--- src/rtl/agu_pkg.sv ---
// Shared types for the LSU address generation unit: mem-op decode, FSM state,
// the registered output beat and the size decode helper.
package agu_pkg;

    typedef enum logic [1:0] {
        OP_MEM_LD  = 2'd0,
        OP_MEM_LDU = 2'd1,
        OP_MEM_ST  = 2'd2,
        OP_MEM_NOP = 2'd3
    } decode_mem_op_t;

    typedef enum logic [0:0] {
        AGU_IDLE   = 1'b0,
        AGU_SECOND = 1'b1
    } agu_state_e;

    // Beat fields are sized for the widest legal configuration; narrower tops use the low bits.
    localparam int AGU_MAX_XLEN  = 64;
    localparam int AGU_MASK_W    = AGU_MAX_XLEN / 8;
    localparam int AGU_MAX_TAG_W = 16;

    typedef struct packed {
        logic [AGU_MAX_XLEN-1:0]  addr;
        logic [AGU_MASK_W-1:0]    mask;
        logic                     ld;
        logic                     misalign;
        logic                     fault;
        logic                     beat;
        logic                     last;
        logic [AGU_MAX_TAG_W-1:0] tag;
    } agu_beat_t;

    function automatic logic [3:0] size_bytes(input logic [1:0] size);
        return 4'd1 << size;
    endfunction

endpackage

--- src/rtl/agu_mask_gen.sv ---
// Byte-enable generation: maps the in-word offset and access size onto two
// consecutive bus words and reports whether the second word is touched.
module agu_mask_gen
    import agu_pkg::*;
#(
    parameter int B_LOG2 = 2
) (
    input  logic [B_LOG2-1:0]      i_lo,
    input  logic [1:0]             i_size,
    output logic [(1<<B_LOG2)-1:0] o_mask0,
    output logic [(1<<B_LOG2)-1:0] o_mask1,
    output logic                   o_cross
);
    localparam int B = 1 << B_LOG2;

    logic [4:0]     w_lo;
    logic [4:0]     w_end;
    logic [2*B-1:0] w_span;

    assign w_lo  = 5'(i_lo);
    assign w_end = w_lo + 5'(size_bytes(i_size));

    // Byte i of the two-word window is enabled when lo <= i < lo+nbytes.
    always_comb begin
        w_span = '0;
        for (int i = 0; i < 2*B; i++) begin
            w_span[i] = (5'(i) >= w_lo) && (5'(i) < w_end);
        end
    end

    assign o_mask0 = w_span[B-1:0];
    assign o_mask1 = w_span[2*B-1:B];
    assign o_cross = w_end > 5'(B);

endmodule

--- src/rtl/addr_gen_split_unit.sv ---
// Pipelined AGU: registers the effective address as a bus-word beat, flags
// misalignment and splits word-crossing accesses into two aligned beats.
module addr_gen_split_unit
    import agu_pkg::*;
#(
    parameter int XLEN           = 32,
    parameter int SPLIT_MISALIGN = 1,
    parameter int TAG_W          = 4
) (
    input  logic                i_clk,
    input  logic                i_rst_n,
    input  logic                i_flush,
    input  logic                i_valid,
    output logic                o_ready,
    input  decode_mem_op_t      i_op,
    input  logic [XLEN-1:0]     i_src1,
    input  logic [XLEN-1:0]     i_offset,
    input  logic [1:0]          i_size,
    input  logic [TAG_W-1:0]    i_tag,
    output logic                o_valid,
    input  logic                i_ready,
    output logic [XLEN-1:0]     o_addr,
    output logic [XLEN/8-1:0]   o_mask,
    output logic                o_ld,
    output logic                o_misalign,
    output logic                o_fault,
    output logic                o_beat,
    output logic                o_last,
    output logic [TAG_W-1:0]    o_tag
);
    localparam int B      = XLEN / 8;
    localparam int B_LOG2 = $clog2(B);

    agu_state_e      r_state;
    logic            r_valid;
    agu_beat_t       r_beat;
    logic [XLEN-1:0] r_addr2;
    logic [B-1:0]    r_mask2;

    logic [XLEN-1:0]   w_ea;
    logic [XLEN-1:0]   w_base;
    logic [B_LOG2-1:0] w_lo;
    logic [B-1:0]      w_mask0;
    logic [B-1:0]      w_mask1;
    logic [2:0]        w_align;
    logic              w_cross;
    logic              w_size_err;
    logic              w_fault;
    logic              w_split;
    logic              w_misalign;
    logic              w_accept;
    logic              w_out_hs;
    agu_beat_t         w_first;
    logic              w_unused;

    assign w_ea       = i_src1 + i_offset;
    assign w_lo       = w_ea[B_LOG2-1:0];
    assign w_base     = {w_ea[XLEN-1:B_LOG2], {B_LOG2{1'b0}}};
    assign w_align    = 3'(size_bytes(i_size) - 4'd1);
    assign w_misalign = |(w_ea[2:0] & w_align);
    assign w_size_err = (XLEN == 32) && (i_size == 2'd3);
    assign w_fault    = w_size_err || (w_cross && (SPLIT_MISALIGN == 0));
    assign w_split    = w_cross && !w_fault;

    agu_mask_gen #(.B_LOG2(B_LOG2)) u_mask_gen (
        .i_lo    (w_lo),
        .i_size  (i_size),
        .o_mask0 (w_mask0),
        .o_mask1 (w_mask1),
        .o_cross (w_cross)
    );

    // New requests are only taken in IDLE and only when the output slot frees up this cycle.
    assign o_ready  = (r_state == AGU_IDLE) && (!r_valid || i_ready);
    assign w_accept = i_valid && o_ready;
    assign w_out_hs = r_valid && i_ready;

    // First (or only) beat of an accepted request; faulting accesses carry no byte enables.
    always_comb begin
        w_first          = '0;
        w_first.addr     = AGU_MAX_XLEN'(w_base);
        w_first.mask     = w_fault ? '0 : AGU_MASK_W'(w_mask0);
        w_first.ld       = (i_op == OP_MEM_LD) || (i_op == OP_MEM_LDU);
        w_first.misalign = w_misalign;
        w_first.fault    = w_fault;
        w_first.beat     = 1'b0;
        w_first.last     = !w_split;
        w_first.tag      = AGU_MAX_TAG_W'(i_tag);
    end

    // Output beat register and split FSM; the second beat is staged at accept time.
    always_ff @(posedge i_clk or negedge i_rst_n) begin
        if (!i_rst_n) begin
            r_state <= AGU_IDLE;
            r_valid <= 1'b0;
            r_beat  <= '0;
            r_addr2 <= '0;
            r_mask2 <= '0;
        end else if (i_flush) begin
            r_state <= AGU_IDLE;
            r_valid <= 1'b0;
        end else begin
            case (r_state)
                AGU_IDLE: begin
                    if (w_accept) begin
                        r_valid <= 1'b1;
                        r_beat  <= w_first;
                        r_addr2 <= w_base + XLEN'(B);
                        r_mask2 <= w_mask1;
                        r_state <= w_split ? AGU_SECOND : AGU_IDLE;
                    end else if (w_out_hs) begin
                        r_valid <= 1'b0;
                    end
                end
                AGU_SECOND: begin
                    if (w_out_hs && (r_beat.beat == 1'b0)) begin
                        r_beat.addr <= AGU_MAX_XLEN'(r_addr2);
                        r_beat.mask <= AGU_MASK_W'(r_mask2);
                        r_beat.beat <= 1'b1;
                        r_beat.last <= 1'b1;
                    end else if (w_out_hs) begin
                        r_valid <= 1'b0;
                        r_state <= AGU_IDLE;
                    end
                end
                default: begin
                    r_state <= AGU_IDLE;
                    r_valid <= 1'b0;
                end
            endcase
        end
    end

    assign o_valid    = r_valid;
    assign o_addr     = r_beat.addr[XLEN-1:0];
    assign o_mask     = r_beat.mask[B-1:0];
    assign o_ld       = r_beat.ld;
    assign o_misalign = r_beat.misalign;
    assign o_fault    = r_beat.fault;
    assign o_beat     = r_beat.beat;
    assign o_last     = r_beat.last;
    assign o_tag      = r_beat.tag[TAG_W-1:0];

    // Upper beat fields are only populated in wider configurations.
    assign w_unused = ^{r_beat.addr, r_beat.mask, r_beat.tag};

endmodule

--- config.mk ---
export PLATFORM = sky130hd
export DESIGN_NAME = addr_gen_split_unit
export DESIGN_NICKNAME = d
export VERILOG_FILES = /design/src/rtl/agu_pkg.sv /design/src/rtl/agu_mask_gen.sv /design/src/rtl/addr_gen_split_unit.sv
export SDC_FILE = /design/constraint.sdc
export NUM_CORES = 1
export LEC_CHECK = 0
export BUFFER_PORTS_ARGS = -buffer_cell sky130_fd_sc_hd__buf_2
export CORE_MARGIN = 3
export CORE_UTILIZATION = 56
export CTS_CLUSTER_DIAMETER = 100
export DETAILED_ROUTE_END_ITERATION = 10
export GPL_TIMING_DRIVEN = 0
export PLACE_DENSITY = 0.89
export SLEW_MARGIN = 10
export SYNTH_ARGS = -nofsm -noshare
export SYNTH_HDL_FRONTEND = slang
export SYNTH_HIERARCHICAL = 1
export SYNTH_SLANG_ARGS = --single-unit
export TNS_END_PERCENT = 10
--- constraint.sdc ---
create_clock -name i_clk -period 2.8 [get_ports i_clk]
set_clock_uncertainty 0.1 [all_clocks]
set_input_delay 0 -clock i_clk [delete_from_list [all_inputs] [get_ports i_clk]]
set_output_delay 0 -clock i_clk [all_outputs]
set_load 0.02 [all_outputs]
After elaboration in Yosys (flattened, before gate mapping)
Index checks and enable logic that the tools add are counted.
W data, S select, Z words.
Word-level totals
  register bits after elaboration: 83
  input port bits: 77
  logic and storage cells: 82
  output and inout bits: 47
Cells by class
  $lt $le $gt $ge: 17
  multiplexer cells: 17
  shift operators: 1
  add/sub/neg operators: 4
  bitwise logic cells: 4
  reduce and logical (&&, ||, !) cells: 22
  eq/ne operators: 5
Operator list (number)
  $pmux W40 S2: 1
  $mux W61: 1
  $mux W40: 1
  $add A32 B3 Y32 const B: 1
  $add A32 B32 Y32: 1
  $lt A3 B5 Y1 const A: 4
  $logic_and A1 B1 Y1: 13
  $ge A3 B2 Y1 const A: 4
  $lt A1 B5 Y1 const A: 2
  $lt A2 B5 Y1 const A: 2
  $mux W1: 9
  $reduce_and A3 Y1: 2
  $add A2 B4 Y5: 1
  $gt A5 B3 Y1 const B: 1
  $ge A1 B2 Y1 const A: 2
  $ge A2 B2 Y1 const A: 2
  $mux W4: 1
  $pmux W1 S2: 2
  $pmux W2 S2: 1
  $shl A1 B2 Y4 const A: 1
  $and A3 B3 Y3: 1
  $logic_not A1 Y1: 3
  $ne A3 B3 Y1 const B: 1
  $not A1 Y1: 3
  other kinds (9): 10

Depth between registers and ports, before layout
Gate-level depths: netlist of run 1.
  depth after elaboration: 8
  mapped depth: 13

Cells and area by module
The synthesis of run 1 kept the hierarchy.
By module, submodules not included
  addr_gen_split_unit: area each 5816.8 um^2, sequential area each 1976.9 um^2, instances 1, cells each 699
  agu_mask_gen: area each 193.9 um^2, sequential area each 0.0 um^2, instances 1, cells each 28

Least setup slack after synthesis of run 1
No wires, ideal clock.
  kind: input to register
  start point: input i_src1[17]
  end point: register r_addr2[30]
  path slack: -0.315 ns
  setup time: 0.082 ns
  stages on the path: 12
  path buffers: 1
  arrival time: 2.933 ns
  cells stage by stage: ha_1 -> buf_6 -> a21o_1 -> a21o_1 -> a21oi_1 -> mux2_2 -> a311oi_2 -> and2_1 -> nand2_1 -> or4_1 -> or3_1 -> a31oi_1
On the way
  cells in the longest elaborated chain, start to end: 2
RTL lines
  start, declared: RTL line addr_gen_split_unit.sv:16  | input logic [XLEN-1:0] i_src1,
  $add A32 B32 Y32: RTL line addr_gen_split_unit.sv:56  | assign w_ea = i_src1 + i_offset;
  $add A32 B3 Y32: RTL line addr_gen_split_unit.sv:108  | r_addr2 <= w_base + XLEN'(B);
  end signal, assigned: RTL line addr_gen_split_unit.sv:108
  end, declared: RTL line addr_gen_split_unit.sv:37  | logic [XLEN-1:0] r_addr2;
No other way between the ends.
A chain may end at the register's enable or synchronous reset.

Worst setup path after layout of run 1
  start point: input i_src1[11]
  end point: register r_addr2[30]
The elaborated chain is that of the path after synthesis.

==> results of run 1 <==
==> power groups by stage <==
stage,registers [mW],clock network (mW),logic (mW)
2_1_floorplan,1.81,0,1.09
3_3_place_gp,1.62,0,1.75
3_5_place_dp,1.64,0,1.81
4_1_cts,1.62,0.981,1.92
5_1_grt,1.66,1.03,2.28
6_report,1.63,0.991,2.10
==> logic make-up after synthesis <==
family	count (synthesis)	share of synthesized area [%]
compound gates	227	24.9
xor+xnor	51	7.74
fa+ha+maj	35	7.54
buf+inv	55	3.91
flops	79	32.9
mux	4	0.687
other cells	1	0.0624
simple gates	275	22.3
==> synth_stat cells, types with 13 or more instances <==
master	number	area [µm²]
sky130_fd_sc_hd__a21oi_1	77	385
sky130_fd_sc_hd__a22oi_1	30	225
sky130_fd_sc_hd__clkbuf_1	25	93.8
sky130_fd_sc_hd__dfrtp_1	79	1980
sky130_fd_sc_hd__ha_1	33	413
sky130_fd_sc_hd__inv_1	18	67.6
sky130_fd_sc_hd__nand2_1	103	387
sky130_fd_sc_hd__nand3_1	13	65.1
sky130_fd_sc_hd__nor2_1	75	282
sky130_fd_sc_hd__o21ai_0	44	220
sky130_fd_sc_hd__xnor2_1	30	263
sky130_fd_sc_hd__xor2_1	20	175
==> cell type report <==
cell class | instances | share of cell area (%)
inverter | 18 | 0.854
timing repair buffer | 161 | 12.5
multi-input combinational | 594 | 54.4
sequential | 79 | 25.0
clock inverter | 4 | 1.20
clock buffer | 11 | 1.66
tap | 136 | 2.15
buffer | 37 | 2.24
==> state kept, by name, indices dropped and copies added, names as in the netlist <==
signal      count
r_mask2         4
o_beat          1
o_addr         30
o_valid         1
o_tag           4
r_state         1
o_mask          4
o_fault         1
r_addr2        30
o_misalign      1
o_ld            1
o_last          1
==> timing repair <==
item	in CTS	in global routing
hold endpoints to repair	90	0
pin swaps	10	23
resized for setup	27	56
endpoints found under the setup margin	16	22
hold buffers	16	0
gates cloned	0	0
buffers inserted	8	17
==> per-stage QoR <==
stage	cell area, µm²	hold WS [ns]	std cells	power, mW
floorplan	6130	-0.396	728	2.90
global placement	6900	0.0900	983	3.38
detailed placement	6930	-0.210	984	3.45
CTS	7530	0.0926	1023	4.52
global route	7920	0.126	1040	4.97
finish	7920	0.0652	1040	4.72
==> worst min path at each step <==
stage,end,start,slack (ns),cells past startpoint
3_5_place_dp,o_addr[5]$_DFFE_PN0P_,i_rst_n,-0.21,1
5_1_grt,o_addr[3]$_DFFE_PN0P_,i_rst_n,0.13,3
2_1_floorplan,o_addr[10]$_DFFE_PN0P_,i_rst_n,-0.40,0
3_3_place_gp,o_tag[3]$_DFFE_PN0P_,i_tag[3],0.09,3
4_1_cts,o_addr[3]$_DFFE_PN0P_,i_rst_n,0.09,3
6_report,o_addr[3]$_DFFE_PN0P_,i_rst_n,0.07,3
==> tightest hold or removal path: cells and delay by family <==
kind	cells	cell delay, ns
buf+inv	3	0.91
==> layer usage <==
layer	part of all wire, %	wire length (µm)	GRT usage (%)
met4	2.5	453	8.55
met3	7.2	1280	4.87
met1	41	7350	37.7
met5	0	0	0
met2	49	8730	46.8
==> impl_metrics.sql, run 1 <==
INSERT INTO impl_metrics (metric_group, metric, value, unit) VALUES
('status', 'outcome', 'finished, violations left', ''),
('status', 'failed_checks', 'negative setup slack', ''),
('setup_path', 'ff2ff_setup_slack', '0.10', 'ns'),
('setup_path', 'worst_setup_sp', 'i_src1[11]', ''),
('route', 'vias', '6343', ''),
('power', 'power.share.clock', '21.0', '%'),
('synthesis', 'postSynthRegisterBits', '79', ''),
('setup_path', 'worst-path-max-fanout', '7', ''),
('finish', 'utilization', '76.3', '%'),
('route', 'dr.first_iter.drc_count', '541', ''),
('route', 'postRouteAntennaNets', '0', ''),
('clock_network', 'cts_made_buffers', '9', ''),
('setup_path', 'crit_type', 'input port to flop', ''),
('finish', 'final-seq-area', '0.00198', 'mm²'),
('setup_path', 'path_depth', '13', ''),
('grt', 'grt_first_pass_wirelength', '27400', 'µm'),
('power', 'p_leak', '3.53', 'nW'),
('setup_path', 'cp_top_family', 'simple AND/OR/NAND/NOR gates', ''),
('die', 'die_x', '110', 'µm'),
('grt', 'grt_start_max_net_pins', '64', ''),
('clock_network', 'cts_num_sinks', '79', ''),
('finish', 'finalNetCount', '1012', ''),
('placed_design', 'hpwlAfterDp', '12300', 'µm'),
('power', 'max-vdd-ir-drop', '0.417', 'mV'),
('finish', 'area.growth.synth_to_final', '31.7', '%'),
('sta', 'setup_slack_after_layout', '-0.125', 'ns'),
('setup_path', 'r2r-end', 'o_addr[25]$_DFFE_PN0P_', ''),
('sta', 'grt_setup_unrepaired', 'true', ''),
('clock_network', 'cts.htree.levels', '3', ''),
('route', 'number_of_vias_per_cell_after_detailed_routing', '6.10', ''),
('die', 'dieArea', '0.0120', 'mm²'),
('placed_design', 'detailedPlace.worstSlack', '-0.719', 'ns'),
('synthesis', 'post_synth.cell_area_avg', '8.27', 'µm²'),
('synthesis', 'yosys_most_used_dff', 'sky130_fd_sc_hd__dfrtp_1', ''),
('run', 'max-cap-violations', '0', ''),
('die', 'floorplan_die_height', '110', 'µm'),
('route', 'drc', '0', ''),
('sta', 'setup_failing_eps_final', '4', ''),
('grt', 'grt_antenna_before_repair', '0', ''),
('clock_network', 'clk-insertion-delay-late', '0.35', 'ns'),
('sta', 'max_clock_freq', '0.342', 'GHz'),
('synthesis', 'cells_after_synth', '727', ''),
('finish', 'fillerInstances', '716', ''),
('setup_path', 'worst_ep_arrival_time', '3.10', 'ns'),
('finish', 'multi_input_gate_area_in_the_final_layout', '0.00431', 'mm²'),
('power', 'power.sequential.fraction', '34.5', '%'),
('clock_network', 'cts_root_buf', 'sky130_fd_sc_hd__clkbuf_8', ''),
('clock_network', 'tritoncts', 'yes', ''),
('sta', 'tightest_slew_margin_relative_to_the_limit', '49.2', '%'),
('setup_path', 'cp_slowest_stage_delay', '0.50', 'ns'),
('grt', 'first_global_vias', '5828', ''),
('finish', 'mostFrequentLayoutCells', '120 x sky130_fd_sc_hd__buf_2, 97 x sky130_fd_sc_hd__nand2_1, 79 x sky130_fd_sc_hd__dfrtp_1', ''),
('finish', 'antenna_cells', '0', ''),
('synthesis', 'async_flop_share', '100', '%'),
('die', 'fp-row-count', '37', ''),
('setup_path', 'crit_buf_inv', '2', ''),
('synthesis', 'area_of_the_mapped_netlist', '0.00601', 'mm²'),
('setup_path', 'timing.critical_path.slowest_stage_cell', 'sky130_fd_sc_hd__or4_4', ''),
('sta', 'final_period_minus_worst_setup_slack', '2.92', 'ns'),
('power', 'internal_power', '2.85', 'mW'),
('setup_path', 'regToRegStartpoint', 'r_state$_DFF_PN0_', ''),
('setup_path', 'crit_path_start_kind', 'input port', ''),
('route', 'finalWirelength', '17800', 'µm'),
('synthesis', 'post_synth_edffs', '0', ''),
('grt', 'remaining_global_route_overflow', '0', ''),
('clock_network', 'clock_tree.buffer_depth', '2', ''),
('die', 'initial_core_util', '58.0', '%'),
('die', 'standard_cell_core_area', '0.0104', 'mm²'),
('sta', 'setup-tns-final', '-0.253', 'ns'),
('setup_path', 'cp.required', '2.98', 'ns'),
('grt', 'gr-usage-all-layers', '28.2', '%');
Note: power is estimated with default switching activity, not from simulation.
==> inputs of run 2 (changes only) <==
--- a/config.mk
+++ b/config.mk
@@ -11,10 +11,9 @@
 export CTS_CLUSTER_DIAMETER = 100
 export DETAILED_ROUTE_END_ITERATION = 10
 export GPL_TIMING_DRIVEN = 0
-export PLACE_DENSITY = 0.89
+export PLACE_DENSITY = 0.9
 export SLEW_MARGIN = 10
 export SYNTH_ARGS = -nofsm -noshare
 export SYNTH_HDL_FRONTEND = slang
-export SYNTH_HIERARCHICAL = 1
 export SYNTH_SLANG_ARGS = --single-unit
 export TNS_END_PERCENT = 10
==> impl_metrics.sql, run 2 <==
INSERT INTO impl_metrics (metric_group, metric, value, unit) VALUES
('placed_design', 'buffer_ports.inserted', '118', ''),
('sta', 'timing.hold.ws', '0.0227', 'ns'),
('sta', 'max_clock_freq', '0.345', 'GHz'),
('grt', 'grt_start_max_net_pins', '66', ''),
('setup_path', 'end_kind', 'flop', ''),
('power', 'power.combinational.fraction', '45.1', '%'),
('die', 'fp-row-count', '36', ''),
('status', 'outcome', 'finished, violations left', ''),
('synthesis', 'area_of_the_mapped_netlist', '0.00587', 'mm²'),
('sta', 'final_period_minus_worst_setup_slack', '2.90', 'ns'),
('finish', 'antenna_cells', '0', ''),
('power', 'max-vdd-ir-drop', '0.393', 'mV'),
('power', 'total_power', '4.67', 'mW'),
('synthesis', 'netlist_top_cells_area', 'sky130_fd_sc_hd__dfrtp_1 34%, sky130_fd_sc_hd__ha_1 7.3%, sky130_fd_sc_hd__a21oi_1 6.4%', ''),
('clock_network', 'cts_num_sinks', '79', ''),
('synthesis', 'post_synth.cell_area_avg', '8.31', 'µm²'),
('setup_path', 'worst_ep_arrival_time', '3.10', 'ns'),
('route', 'vias', '6329', ''),
('sta', 'hold_viol', '0', ''),
('finish', 'share_of_final_layout_standard_cells_stronger_than_drive_strength_1', '28.6', '%'),
('route', 'postRouteAntennaNets', '0', ''),
('sta', 'setup_slack_after_layout', '-0.102', 'ns'),
('sta', 'final.period_utilization', '104', '%'),
('finish', 'area.growth.synth_to_final', '29.2', '%'),
('finish', 'mostFrequentLayoutCells', '117 x sky130_fd_sc_hd__buf_2, 85 x sky130_fd_sc_hd__nand2_1, 79 x sky130_fd_sc_hd__dfrtp_1', ''),
('die', 'initial_core_util', '58.7', '%'),
('grt', 'grt_antenna_before_repair', '0', ''),
('clock_network', 'clk-insertion-delay-late', '0.37', 'ns'),
('synthesis', 'synth_seq_area_share', '33.7', '%'),
('setup_path', 'crit_type', 'input port to flop', ''),
('synthesis', 'yosys_most_used_dff', 'sky130_fd_sc_hd__dfrtp_1', ''),
('sta', 'setup_failing_eps_final', '6', ''),
('synthesis', 'synth_warnings', '0', ''),
('die', 'standard_cell_core_area', '0.0100', 'mm²'),
('clock_network', 'cts_root_buf', 'sky130_fd_sc_hd__clkbuf_8', ''),
('setup_path', 'cp.required', '3.00', 'ns'),
('route', 'finalWirelength', '18200', 'µm'),
('power', 'pwr_density_cell', '615', 'mW/mm²'),
('placed_design', 'detailedPlace.worstSlack', '-0.625', 'ns'),
('route', 'number_of_vias_per_cell_after_detailed_routing', '6.27', ''),
('route', 'drc', '0', ''),
('status', 'failed_checks', 'negative setup slack', ''),
('placed_design', 'placed_cells_incl_taps', '959', ''),
('sta', 'grt_setup_unrepaired', 'true', ''),
('placed_design', 'hpwlAfterDp', '12000', 'µm'),
('grt', 'grt_first_pass_wirelength', '26900', 'µm'),
('synthesis', 'synthDominantCellAreaShare', '33.7', '%'),
('sta', 'timing.final.max_slew_violations', '0', ''),
('finish', 'final_common_cell', 'sky130_fd_sc_hd__buf_2', ''),
('finish', 'layout.cells.non_filler', '1010', ''),
('clock_network', 'cts_made_buffers', '9', ''),
('power', 'p_switching', '1.98', 'mW'),
('setup_path', 'ff2ff_setup_slack', '0.15', 'ns'),
('setup_path', 'crit_path_start_kind', 'input port', ''),
('grt', 'remaining_global_route_overflow', '0', ''),
('synthesis', 'cells_after_synth', '706', ''),
('synthesis', 'postSynthRegisterBits', '79', ''),
('power', 'internal_power', '2.68', 'mW'),
('placed_design', 'place_congestion', '0.905', ''),
('synthesis', 'async_flop_share', '100', '%'),
('die', 'floorplan_die_height', '108', 'µm'),
('die', 'die_x', '108', 'µm'),
('grt', 'gr-usage-all-layers', '28.6', '%'),
('finish', 'fillerInstances', '661', ''),
('route', 'route.top_layer_used', 'met4', ''),
('synthesis', 'top_count_cell_post_synth', 'sky130_fd_sc_hd__nand2_1', ''),
('finish', 'finalNetCount', '985', ''),
('route', 'dr.first_iter.drc_count', '765', ''),
('power', 'power_switching_share', '42.5', '%'),
('clock_network', 'clock_tree.buffer_depth', '2', ''),
('synthesis', 'post_synth_most_frequent_cells', '86 x sky130_fd_sc_hd__nand2_1, 79 x sky130_fd_sc_hd__dfrtp_1, 77 x sky130_fd_sc_hd__nor2_1', ''),
('sta', 'setup-tns-final', '-0.354', 'ns'),
('route', 'met3WireLength', '1610', 'µm'),
('synthesis', 'synth_largest_area_cell', 'sky130_fd_sc_hd__dfrtp_1', ''),
('sta', 'max_slew.worst_pin.slew', '0.711', 'ns'),
('power', 'power.sequential.fraction', '35.9', '%'),
('synthesis', 'post_synth_edffs', '0', ''),
('die', 'io-pin-count', '124', ''),
('power', 'power.share.clock', '19.0', '%'),
('clock_network', 'tritoncts', 'yes', ''),
('route', 'drt-pass1-iter-count', '6', ''),
('die', 'dieArea', '0.0117', 'mm²'),
('clock_network', 'cts.htree.levels', '3', ''),
('route', 'routed-wl-met2', '8810', 'µm'),
('route', 'routedWlPerCell', '18.0', 'µm'),
('setup_path', 'worst-path-max-fanout', '5', ''),
('hold_path', 'worst_hold_path_type', 'input port to flop', ''),
('run', 'max-cap-violations', '0', ''),
('route', 'routedLengthMet1', '7050', 'µm'),
('sta', 'tightest_slew_margin_relative_to_the_limit', '52.4', '%'),
('power', 'p_leak', '3.34', 'nW'),
('synthesis', 'ys_types', '72', ''),
('clock_network', 'worst_setup_hold_path_clk_slew', '0.09', 'ns'),
('grt', 'first_global_vias', '5739', '');
-- run 2: kinds of logic after synthesis --
group,Yosys count,share of synthesized area [%]
AO/OA/AOI/OAI,227,25.2
XOR/XNOR,48,7.30
adder cells (fa/ha/maj),36,7.94
buffers and inverters,50,3.63
flip-flops,79,33.7
multiplexers,1,0.171
other,1,0.0639
AND/OR/NAND/NOR,264,22.0
-- run 2: metrics by stage --
step	instance area (µm²)	utilization, %
final	7580	75.8
after global routing	7580	75.8
after CTS	7210	72.1
after detailed placement	6710	67.1
after global placement	6680	66.8
after floorplan	5920	-
-- run 2: critical path, cell delays in order --
cell and delay [ns]:
sky130_fd_sc_hd__buf_2 0.11, sky130_fd_sc_hd__ha_4 0.31, sky130_fd_sc_hd__o211ai_1 0.12, sky130_fd_sc_hd__o21ai_2 0.37, sky130_fd_sc_hd__a31oi_2 0.18, sky130_fd_sc_hd__xnor2_2 0.32
sky130_fd_sc_hd__nand3_2 0.19, sky130_fd_sc_hd__nor4_4 0.35, sky130_fd_sc_hd__and2_4 0.21, sky130_fd_sc_hd__nand4_1 0.15, sky130_fd_sc_hd__buf_4 0.21, sky130_fd_sc_hd__or4_4 0.40
sky130_fd_sc_hd__a31oi_1 0.16
-- run 2: cell type report --
cell class	count	area, µm²	share of cell area [%]
multi-input combinational	578	4080	53.9
sequential	79	1980	26.1
timing repair buffer	154	941	12.4
tap	133	166	2.20
buffer	36	163	2.15
clock buffer	10	128	1.68
clock inverter	6	70.1	0.924
inverter	14	52.6	0.693
-- run 2: worst paths after layout --
check                                     startpoint  depth (start not counted)                 endpoint
worst max-delay path                     i_offset[2]                         13  r_addr2[30]$_DFFE_PN0P_
worst min-delay path                       i_size[0]                          5   r_mask2[1]$_DFFE_PN0P_
worst max register to register   o_valid$_DFFE_PN0P_                          6  r_addr2[13]$_DFFE_PN0P_
worst min register to register  o_tag[1]$_DFFE_PN0P_                          2     o_tag[1]$_DFFE_PN0P_
max in group asynchronous                    i_rst_n                          3    o_addr[2]$_DFFE_PN0P_
min in group asynchronous                    i_rst_n                          3   o_addr[11]$_DFFE_PN0P_
-- run 2: per-layer routing --
layer  vias to the layer above  track usage, %
met5                         -               0
met4                         0            11.8
met3                        97            4.24
met2                       409            48.2
met1                      2956            37.0
li1                       2867               -
-- run 2: timing repair --
item                                   4_1_cts  5_1_grt
setup endpoints to repair                   11       30
hold buffers                                14        0
endpoints found under the hold margin       88        0
gates resized for setup                     18       59
pin swaps                                   13       30
buffers inserted                             7       14
-- run 2: power groups by stage --
stage	Combinational, mW	Clock [mW]	Sequential, mW
after floorplan	1.05	0	1.87
after global placement	1.75	0	1.66
after detailed placement	1.82	0	1.68
after CTS	1.91	0.872	1.66
after global routing	2.28	0.926	1.70
final	2.11	0.884	1.68
